## src/rtl/divider_pkg.sv

```systemverilog
// Shared CPU package: divider state encoding and default width.
package divider_pkg;
    localparam int DIV_WIDTH = 32;

    typedef enum logic [1:0] {
        IDLE = 2'd0,
        RUN  = 2'd1,
        DONE = 2'd2
    } div_state_e;
endpackage

```

## src/rtl/divider_div_step.sv

```systemverilog
// One restoring-division step: shift in dividend MSB, trial-subtract, restore.
module div_step
    import divider_pkg::*;
#(
    parameter int WIDTH = DIV_WIDTH
) (
    input  logic [WIDTH-1:0] rem_i,
    input  logic             msb_i,
    input  logic [WIDTH-1:0] dvs_i,
    output logic [WIDTH-1:0] rem_o,
    output logic             qbit_o
);

    logic [WIDTH:0] shifted;
    logic [WIDTH:0] diff;

    assign shifted = {rem_i, msb_i};
    // rem_i < dvs_i keeps the difference inside WIDTH+1 bits, so bit WIDTH is the sign
    assign diff    = shifted - {1'b0, dvs_i};
    assign qbit_o  = ~diff[WIDTH];
    assign rem_o   = qbit_o ? diff[WIDTH-1:0] : shifted[WIDTH-1:0];

endmodule

```

## src/rtl/divider.sv

```systemverilog
// Multi-cycle unsigned restoring divider, one quotient bit per cycle.
module divider
    import divider_pkg::*;
#(
    parameter int WIDTH = DIV_WIDTH
) (
    input  logic             clk,
    input  logic             reset_n,
    input  logic             start,
    input  logic             abort,
    input  logic [WIDTH-1:0] ai,
    input  logic [WIDTH-1:0] bi,
    output logic             busy,
    output logic             done,
    output logic             dz,
    output logic [WIDTH-1:0] quot,
    output logic [WIDTH-1:0] rem
);

    localparam int CW = $clog2(WIDTH + 1);

    div_state_e       state_q, state_d;
    logic [CW-1:0]    cnt_q, cnt_d;
    logic [WIDTH-1:0] prem_q, prem_d;
    logic [WIDTH-1:0] dvd_q, dvd_d;
    logic [WIDTH-1:0] dvs_q, dvs_d;
    logic [WIDTH-1:0] quot_q, quot_d;
    logic [WIDTH-1:0] rem_q, rem_d;
    logic             dz_q, dz_d;

    logic [WIDTH-1:0] step_rem;
    logic             step_qbit;

    div_step #(.WIDTH(WIDTH)) u_step (
        .rem_i  (prem_q),
        .msb_i  (dvd_q[WIDTH-1]),
        .dvs_i  (dvs_q),
        .rem_o  (step_rem),
        .qbit_o (step_qbit)
    );

    always_ff @(posedge clk or negedge reset_n) begin
        if (!reset_n) begin
            state_q <= IDLE;
            cnt_q   <= '0;
            prem_q  <= '0;
            dvd_q   <= '0;
            dvs_q   <= '0;
            quot_q  <= '0;
            rem_q   <= '0;
            dz_q    <= 1'b0;
        end else begin
            state_q <= state_d;
            cnt_q   <= cnt_d;
            prem_q  <= prem_d;
            dvd_q   <= dvd_d;
            dvs_q   <= dvs_d;
            quot_q  <= quot_d;
            rem_q   <= rem_d;
            dz_q    <= dz_d;
        end
    end

    always_comb begin
        state_d = state_q;
        cnt_d   = cnt_q;
        prem_d  = prem_q;
        dvd_d   = dvd_q;
        dvs_d   = dvs_q;
        quot_d  = quot_q;
        rem_d   = rem_q;
        dz_d    = dz_q;
        unique case (state_q)
            IDLE: begin
                if (start) begin
                    if (bi != '0) begin
                        dvd_d   = ai;
                        dvs_d   = bi;
                        prem_d  = '0;
                        cnt_d   = CW'(WIDTH);
                        state_d = RUN;
                    end else begin
                        quot_d  = '1;
                        rem_d   = ai;
                        dz_d    = 1'b1;
                        state_d = DONE;
                    end
                end
            end
            RUN: begin
                // abort wins over the final iteration and leaves results untouched
                if (abort) begin
                    state_d = IDLE;
                end else begin
                    prem_d = step_rem;
                    dvd_d  = {dvd_q[WIDTH-2:0], step_qbit};
                    cnt_d  = cnt_q - CW'(1);
                    if (cnt_q == CW'(1)) begin
                        quot_d  = {dvd_q[WIDTH-2:0], step_qbit};
                        rem_d   = step_rem;
                        dz_d    = 1'b0;
                        state_d = DONE;
                    end
                end
            end
            DONE:    state_d = IDLE;
            default: state_d = IDLE;
        endcase
    end

    assign busy = (state_q == RUN);
    assign done = (state_q == DONE);
    assign dz   = dz_q;
    assign quot = quot_q;
    assign rem  = rem_q;

endmodule

```

## config.mk

```make
export PLATFORM = sky130hd
export DESIGN_NAME = divider
export DESIGN_NICKNAME = d
export VERILOG_FILES = /design/src/rtl/divider_pkg.sv /design/src/rtl/divider_div_step.sv /design/src/rtl/divider.sv
export SDC_FILE = /design/constraint.sdc
export NUM_CORES = 1
export LEC_CHECK = 0
export BUFFER_PORTS_ARGS = -buffer_cell sky130_fd_sc_hd__buf_2
export CAP_MARGIN = 40
export CORE_MARGIN = 4
export CORE_UTILIZATION = 50
export DETAILED_ROUTE_END_ITERATION = 8
export PLACE_DENSITY = 0.7
export SLEW_MARGIN = 20
export SYNTH_ARGS = -nofsm -noshare
export SYNTH_HDL_FRONTEND = slang
export SYNTH_SLANG_ARGS = --single-unit
```

## constraint.sdc

```tcl
create_clock -name clk -period 2.97 [get_ports clk]
set_clock_uncertainty 0.15 [all_clocks]
set_input_delay 0 -clock clk [delete_from_list [all_inputs] [get_ports clk]]
set_output_delay 0 -clock clk [all_outputs]
set_load 0.03 [all_outputs]
```

* Word level (Yosys, flattened, before mapping)
Index checks and enable logic that the tools add are counted.
** Cells by class
- Bitwise logic cells :: 1
- Reductions and logical operators :: 7
- Mux-type cells :: 33
- Add/subtract/negate cells :: 2
- Eq/ne operators :: 9
** Operator list (count)
- two-way mux 32 bit :: 15
- one-hot mux 32 bit (2 select lines) :: 4
- subtractor 33 x 32 -> 33 bit :: 1
- nonzero test 32 bit :: 1
- two-way mux 6 bit :: 3
- one-hot mux 6 bit (2 select lines) :: 1
- two-way mux 2 bit :: 4
- inequality test 2 bit, second input constant :: 4
- equality test 6 x 1 -> 1 bit, second input constant :: 1
- subtractor 6 x 1 -> 6 bit, second input constant :: 1
- AND reduction 5 bit :: 1
- two-way mux 1 bit :: 4
- one-hot mux 2 bit (2 select lines) :: 1
- AND reduction 4 bit :: 1
- inequality test 3 x 2 -> 1 bit, second input constant :: 1
- AND reduction 3 bit :: 1
- equality test 2 x 1 -> 1 bit, second input constant :: 1
- equality test 2 bit, second input constant :: 1
- logical NOT 2 bit :: 1
- inequality test 2 x 1 -> 1 bit, second input constant :: 1
- one-hot mux 1 bit (2 select lines) :: 1
- AND reduction 2 bit :: 1
- nonzero test 2 bit :: 1
- inverter 1 bit :: 1
** Storage, ports and cells
- Input port bits :: 68
- Register bits after elaboration :: 169
- Output and inout bits :: 67

* Longest topological paths before layout
- Word-level depth :: 5
- Depth in mapped cells :: 15
- Depth with buffers taken out :: 13

* Modules after synthesis
A second synthesis with hierarchy kept.
** Second synthesis, totals
- Cell total of the unflattened synthesis :: 961
- Area total of the unflattened synthesis :: 9500.4 um^2
** By module, submodules not included
- divider :: cells each 656, area each 7141.8 um^2, instances 1
- div_step :: cells each 305, area each 2358.5 um^2, instances 1

* Worst setup path before layout
OpenSTA, ideal clock, no wires.
- Path kind :: register to register
- Start point :: register dvd_q[31]
- End point :: register rem_q[22], in the netlist rem[22]
- Period minus slack after synthesis :: 3214 ps
- Required time :: 2695 ps
- Path buffers :: 1
- Slack :: -244 ps
- Cell stages (with the launch flop) :: 15
- Arrival :: 2940 ps
- Library setup time :: 125 ps
- Cells stage by stage :: dfrtp_1 inv_1 ha_1 inv_1 fa_1 a211oi_1 o21ai_1 a211oi_2 a2bb2oi_2 o31ai_2 nor2_4 buf_4 mux2i_1 o21ai_0 mux2_2
** On the way
- Longest elaborated chain between the ends :: 5
** Ends and longest elaborated chain
- from (decl) :: RTL line divider.sv:25 : logic [WIDTH-1:0] dvd_q, dvd_d;
- from (signal assigned) :: RTL line divider.sv:56 : dvd_q <= dvd_d;
- subtractor 33 x 32 -> 33 bit :: RTL line divider_div_step.sv:19 : assign diff = shifted - {1'b0, dvs_i};
- two-way mux 32 bit :: RTL line divider_div_step.sv:21 : assign rem_o = qbit_o ? diff[WIDTH-1:0] : shifted[WIDTH-1:0];
- two-way mux 32 bit :: RTL line divider.sv:98 : if (cnt_q == CW'(1)) begin
- two-way mux 32 bit :: RTL line divider.sv:92 : if (abort) begin
- one-hot mux 32 bit (2 select lines) :: RTL line divider.sv:73 : unique case (state_q)
- to (signal assigned) :: RTL line divider.sv:59 : rem_q <= rem_d;
- to (decl) :: RTL line divider.sv:28 : logic [WIDTH-1:0] rem_q, rem_d;
No other way between the ends. The select of a mux whose other input is x is not followed.
A chain may end at the register's enable or synchronous reset.

* Worst setup path in the final report
Same ends and word-level chain as after synthesis.

==> summary.md <==
| Metric | Value |
|---|---|
| Vias | between 8000 and 9000 |
| Summed instance area of the synthesized netlist | a little over 9000 sq um |
| Root buffer selected by CTS | sky130_fd_sc_hd__clkbuf_16 |
| Clock Latency Late Sink | around 430 ps |
| Post-Syn Area per Cell | between 9 and 10 sq um |
| Area growth, synth to finish | 35.6% |
| Synthesized instance count | 1000 |
| Number of global-route vias before repair | 8054 |
| GR Layer Usage met2 | approximately two fifths |
| Number of unique standard cell types used by synthesis | a little under 60 |
| Met3 usage in global routing | under 10% |
| Crit path time final | approximately 3200 ps |
| Crit path cell chain | inv_2 -> ha_4 -> inv_2 -> fa_2 -> a211oi_2 -> buf_4 -> o211ai_1 -> a211oi_2 -> o31ai_2 -> a221oi_2 -> buf_4 -> xnor2_2 -> mux2i_1 -> o21ai_1 -> mux2_2 |
| Capture instance of the worst register-to-register path | rem[22]$_DFFE_PN0P_ |
| Yosys warns | 0 |
| Ratio of cells with drive above 1 in the final layout | 29.0% |
| Slowest-stage cell, CP | sky130_fd_sc_hd__dfrtp_1 |
| Count of fill cells added during filler insertion | ~1400 |
| Maxcap violations | 0 |
| Antenna violation net count after detailed routing | 0 |
| Critical path buffer and inverter count | 4 |
| Slew Limit Fails | 0 |
| Unrepaired setup endpoints after global routing | yes |
| Overall power after layout | 15.0 mW |
| Setup ws final | -264 ps |
| Endpoint kind of the worst setup timing path | flop |
| Detail-routed net length per standard cell | ~17 um |
| Final Hold Fails | 1 |
| Post-synth EDFFs | 0 |
| Highest ir drop seen on vdd | 0.000579 V |
| LEAKAGE | 5.97 nW |
| Rel. slew slack | between 60% and 70% |
| Req. time, crit path | around 3100 ps |
| Number of standard-cell rows in the floorplan | 49 |
| Number of detailed-route iterations in the first pass | 5 |
| Non-filler cells, final | between 1500 and 2000 |
| Share of the yosys chip area belonging to registers | 46.5% |
| Outcome | complete, but fails checks |
| Area of the core region | between 15000 and 20000 sq um |
| Net count, final | 1370 |
| Most common library cell in the layout ignoring fill and taps | sky130_fd_sc_hd__nand2_1 |
| Hold crit path type | in2async |
| Clock buffer depth | 2 |
| FF+latch count, synth | 169 |
| DP Wirelength | about 18000 um |
| Floorplan die area | a little over 20000 sq um |
| Via-to-Cell Ratio | 5.65 |
| Clock slew at the register clock pins of the worst setup and hold paths | about 70 ps |
| Global-route wire length before repair | 42000 um |
| Slack of the worst reg-to-reg path | -260 ps |
| DIE WIDTH | roughly 140 um |
| Starting density of the core | approximately half |
| Clock Sinks | around 170 |
| Post-route DRC | 0 |
| FF-to-FF Start | dvd_q[31]$_DFFE_PN0P_ |
| Violated checks | hold timing, setup timing |
| Leading cell types in the layout, fill and taps excluded | sky130_fd_sc_hd__nand2_1, sky130_fd_sc_hd__dfrtp_1, sky130_fd_sc_hd__buf_2, sky130_fd_sc_hd__buf_4, sky130_fd_sc_hd__nor2_1 |
| Crit share post-route | 109% |
| Top-level I/O count | about 140 |
| Critical path startpoint category | flop |
| Final-layout worst hold slack | -1.21 ps |
| Setup Slack @ Placement | -316 ps |
| Share of async-settable or async-resettable flops after synthesis | 100% |
| Critical setup path kind | reg2reg |
| Post-Syn Nets | 1103 |
| Y dimension of the die | around 140 um |
| Top achievable clock speed | 0.309 GHz |
| Highest-utilization routing layer at the global route stage | met1 |
| Largest stage delay on the critical path | 390 ps |
| Crit path from | dvd_q[31]$_DFFE_PN0P_ |
| End of the critical path | rem[22]$_DFFE_PN0P_ |
| Family of cells with the greatest summed delay on the critical path | compound AO/OA/AOI/OAI gates |
| Number of CTS-inserted buffers | 17 |
| Final core utilization | between 60% and 70% |
| Final global-route overflow total | 0 |
| Final setup violation count | 63 |
| Number of logic stages on the critical path including buffering | 15 |
| Global-route usage over all layers | between 20% and 30% |
| Antenna violations before repair | 0 |
| Most instantiated flip-flop cell in the synthesis netlist | sky130_fd_sc_hd__dfrtp_1 |
| Final RePlAce weighted congestion | between 0.9 and 1 |
| Count of port buffers added during placement | 134 |
| Met1 routing resource usage after global routing | between 30 and 40% |
| Final WL | about 26000 um |
| DR iter-0 viols | around 620 |
| Power per cell area | ~1200 nW/um^2 |
| Level count of the clock H-tree | 4 |
| TritonCTS clock tree | done |
| Worst-path fanout max | 2 |
| Cells after DPL | ~1400 |
| Endpoint arrival time on the critical path | 3390 ps |
| Pin count of the biggest net entering global routing | 73 |
| Worst reg-to-reg path cell count | 15 |
| Transition time at the pin with the least slew margin | ~450 ps |
-- cells in the mapped netlist, types with 6 or more instances --
library cell | count | area (sq um)
sky130_fd_sc_hd__nor2b_1 | 6 | 37.5
sky130_fd_sc_hd__nand3_1 | 39 | 195
sky130_fd_sc_hd__mux2i_1 | 18 | 180
sky130_fd_sc_hd__o31ai_1 | 14 | 105
sky130_fd_sc_hd__xor2_1 | 12 | 105
sky130_fd_sc_hd__inv_1 | 44 | 165
sky130_fd_sc_hd__ha_1 | 34 | 425
sky130_fd_sc_hd__a21o_1 | 14 | 105
sky130_fd_sc_hd__clkbuf_1 | 46 | 173
sky130_fd_sc_hd__and3_1 | 7 | 43.8
sky130_fd_sc_hd__nand4_1 | 6 | 37.5
sky130_fd_sc_hd__nand2_1 | 202 | 758
sky130_fd_sc_hd__o21ai_1 | 6 | 30.0
sky130_fd_sc_hd__o211ai_1 | 13 | 97.6
sky130_fd_sc_hd__o21ai_0 | 55 | 275
sky130_fd_sc_hd__o21a_1 | 13 | 97.6
sky130_fd_sc_hd__a31oi_1 | 55 | 344
sky130_fd_sc_hd__mux2_2 | 43 | 484
sky130_fd_sc_hd__dfrtp_1 | 169 | 4230
sky130_fd_sc_hd__nand2b_1 | 8 | 50.1
sky130_fd_sc_hd__a21oi_1 | 42 | 210
sky130_fd_sc_hd__xnor2_1 | 15 | 131
sky130_fd_sc_hd__nor2_1 | 74 | 278
sky130_fd_sc_hd__nor4_1 | 8 | 50.1
-- worst reg2reg max path, stage by stage (launching register included) --
cell and delay (ps):
sky130_fd_sc_hd__dfrtp_1 390, sky130_fd_sc_hd__inv_2 80, sky130_fd_sc_hd__ha_4 130, sky130_fd_sc_hd__inv_2 30, sky130_fd_sc_hd__fa_2 330, sky130_fd_sc_hd__a211oi_2 270
sky130_fd_sc_hd__buf_4 160, sky130_fd_sc_hd__o211ai_1 120, sky130_fd_sc_hd__a211oi_2 370, sky130_fd_sc_hd__o31ai_2 120, sky130_fd_sc_hd__a221oi_2 230, sky130_fd_sc_hd__buf_4 170
sky130_fd_sc_hd__xnor2_2 70, sky130_fd_sc_hd__mux2i_1 170, sky130_fd_sc_hd__o21ai_1 70, sky130_fd_sc_hd__mux2_2 270
-- repair_timing --
item / 4_1_cts / 5_1_grt
endpoints found under the hold margin: 265 / 0
gates cloned: 1 / 0
hold buffers: 66 / 0
setup buffers: 10 / 4
resized for setup: 54 / 29
setup endpoints to repair: 62 / 66
pin swaps: 16 / 16
-- where the power goes --
part | total [mW] | internal, mW | switching [mW]
Sequential | 4.03 | 3.28 | 0.745
Clock | 2.27 | 1.29 | 0.989
Combinational | 8.71 | 3.87 | 4.83
-- cell families after synthesis --
group,share of synthesized area (%)
xor+xnor,2.60
mux,7.43
flops,46.5
compound gates,16.9
fa+ha+maj,4.90
buf+inv,4.36
simple gates,17.2
-- final cells by class --
type	instances	area, sq um	area share, %
timing repair buffer	302	2230	18.1
antenna	1	2.50	0.0203
tap	229	287	2.33
inverter	44	165	1.34
clock inverter	13	156	1.27
multi-input combinational	733	4810	39.0
clock buffer	19	443	3.59
sequential	169	4230	34.3
-- sequential cells by signal (all words and copies together), names as in the netlist --
register / count
quot: 32
rem: 32
dz: 1
dvd_q: 32
dvs_q: 32
prem_q: 32
cnt_q: 6
state_q: 2
-- routing by layer --
metal | routed length, um | share of wire [%]
met1 | 12100 | 47
met2 | 11600 | 45
met3 | 1570 | 6.0
met4 | 631 | 2.4
met5 | 0 | 0
-- worst min path at each step --
stage	startpoint	to	depth (start not counted)
CTS	reset_n	dz$_DFFE_PN0P_	3
detailed placement	reset_n	dz$_DFFE_PN0P_	1
finish	reset_n	dz$_DFFE_PN0P_	3
global placement	reset_n	dz$_DFFE_PN0P_	1
floorplan	reset_n	cnt_q[0]$_DFFE_PN0P_	0
global route	reset_n	dz$_DFFE_PN0P_	3
-- metrics by stage --
stage | setup TNS (ps) | cell area [sq um] | hold slack (ps)
floorplan | -3230 | 9100 | -446
global placement | -6760 | 10600 | -164
detailed placement | -12280 | 10600 | -161
CTS | -6300 | 12200 | 6.66
global route | -20580 | 12300 | 16.9
finish | -10510 | 12300 | -1.21
No activity file was read; power rests on OpenSTA's default activity.
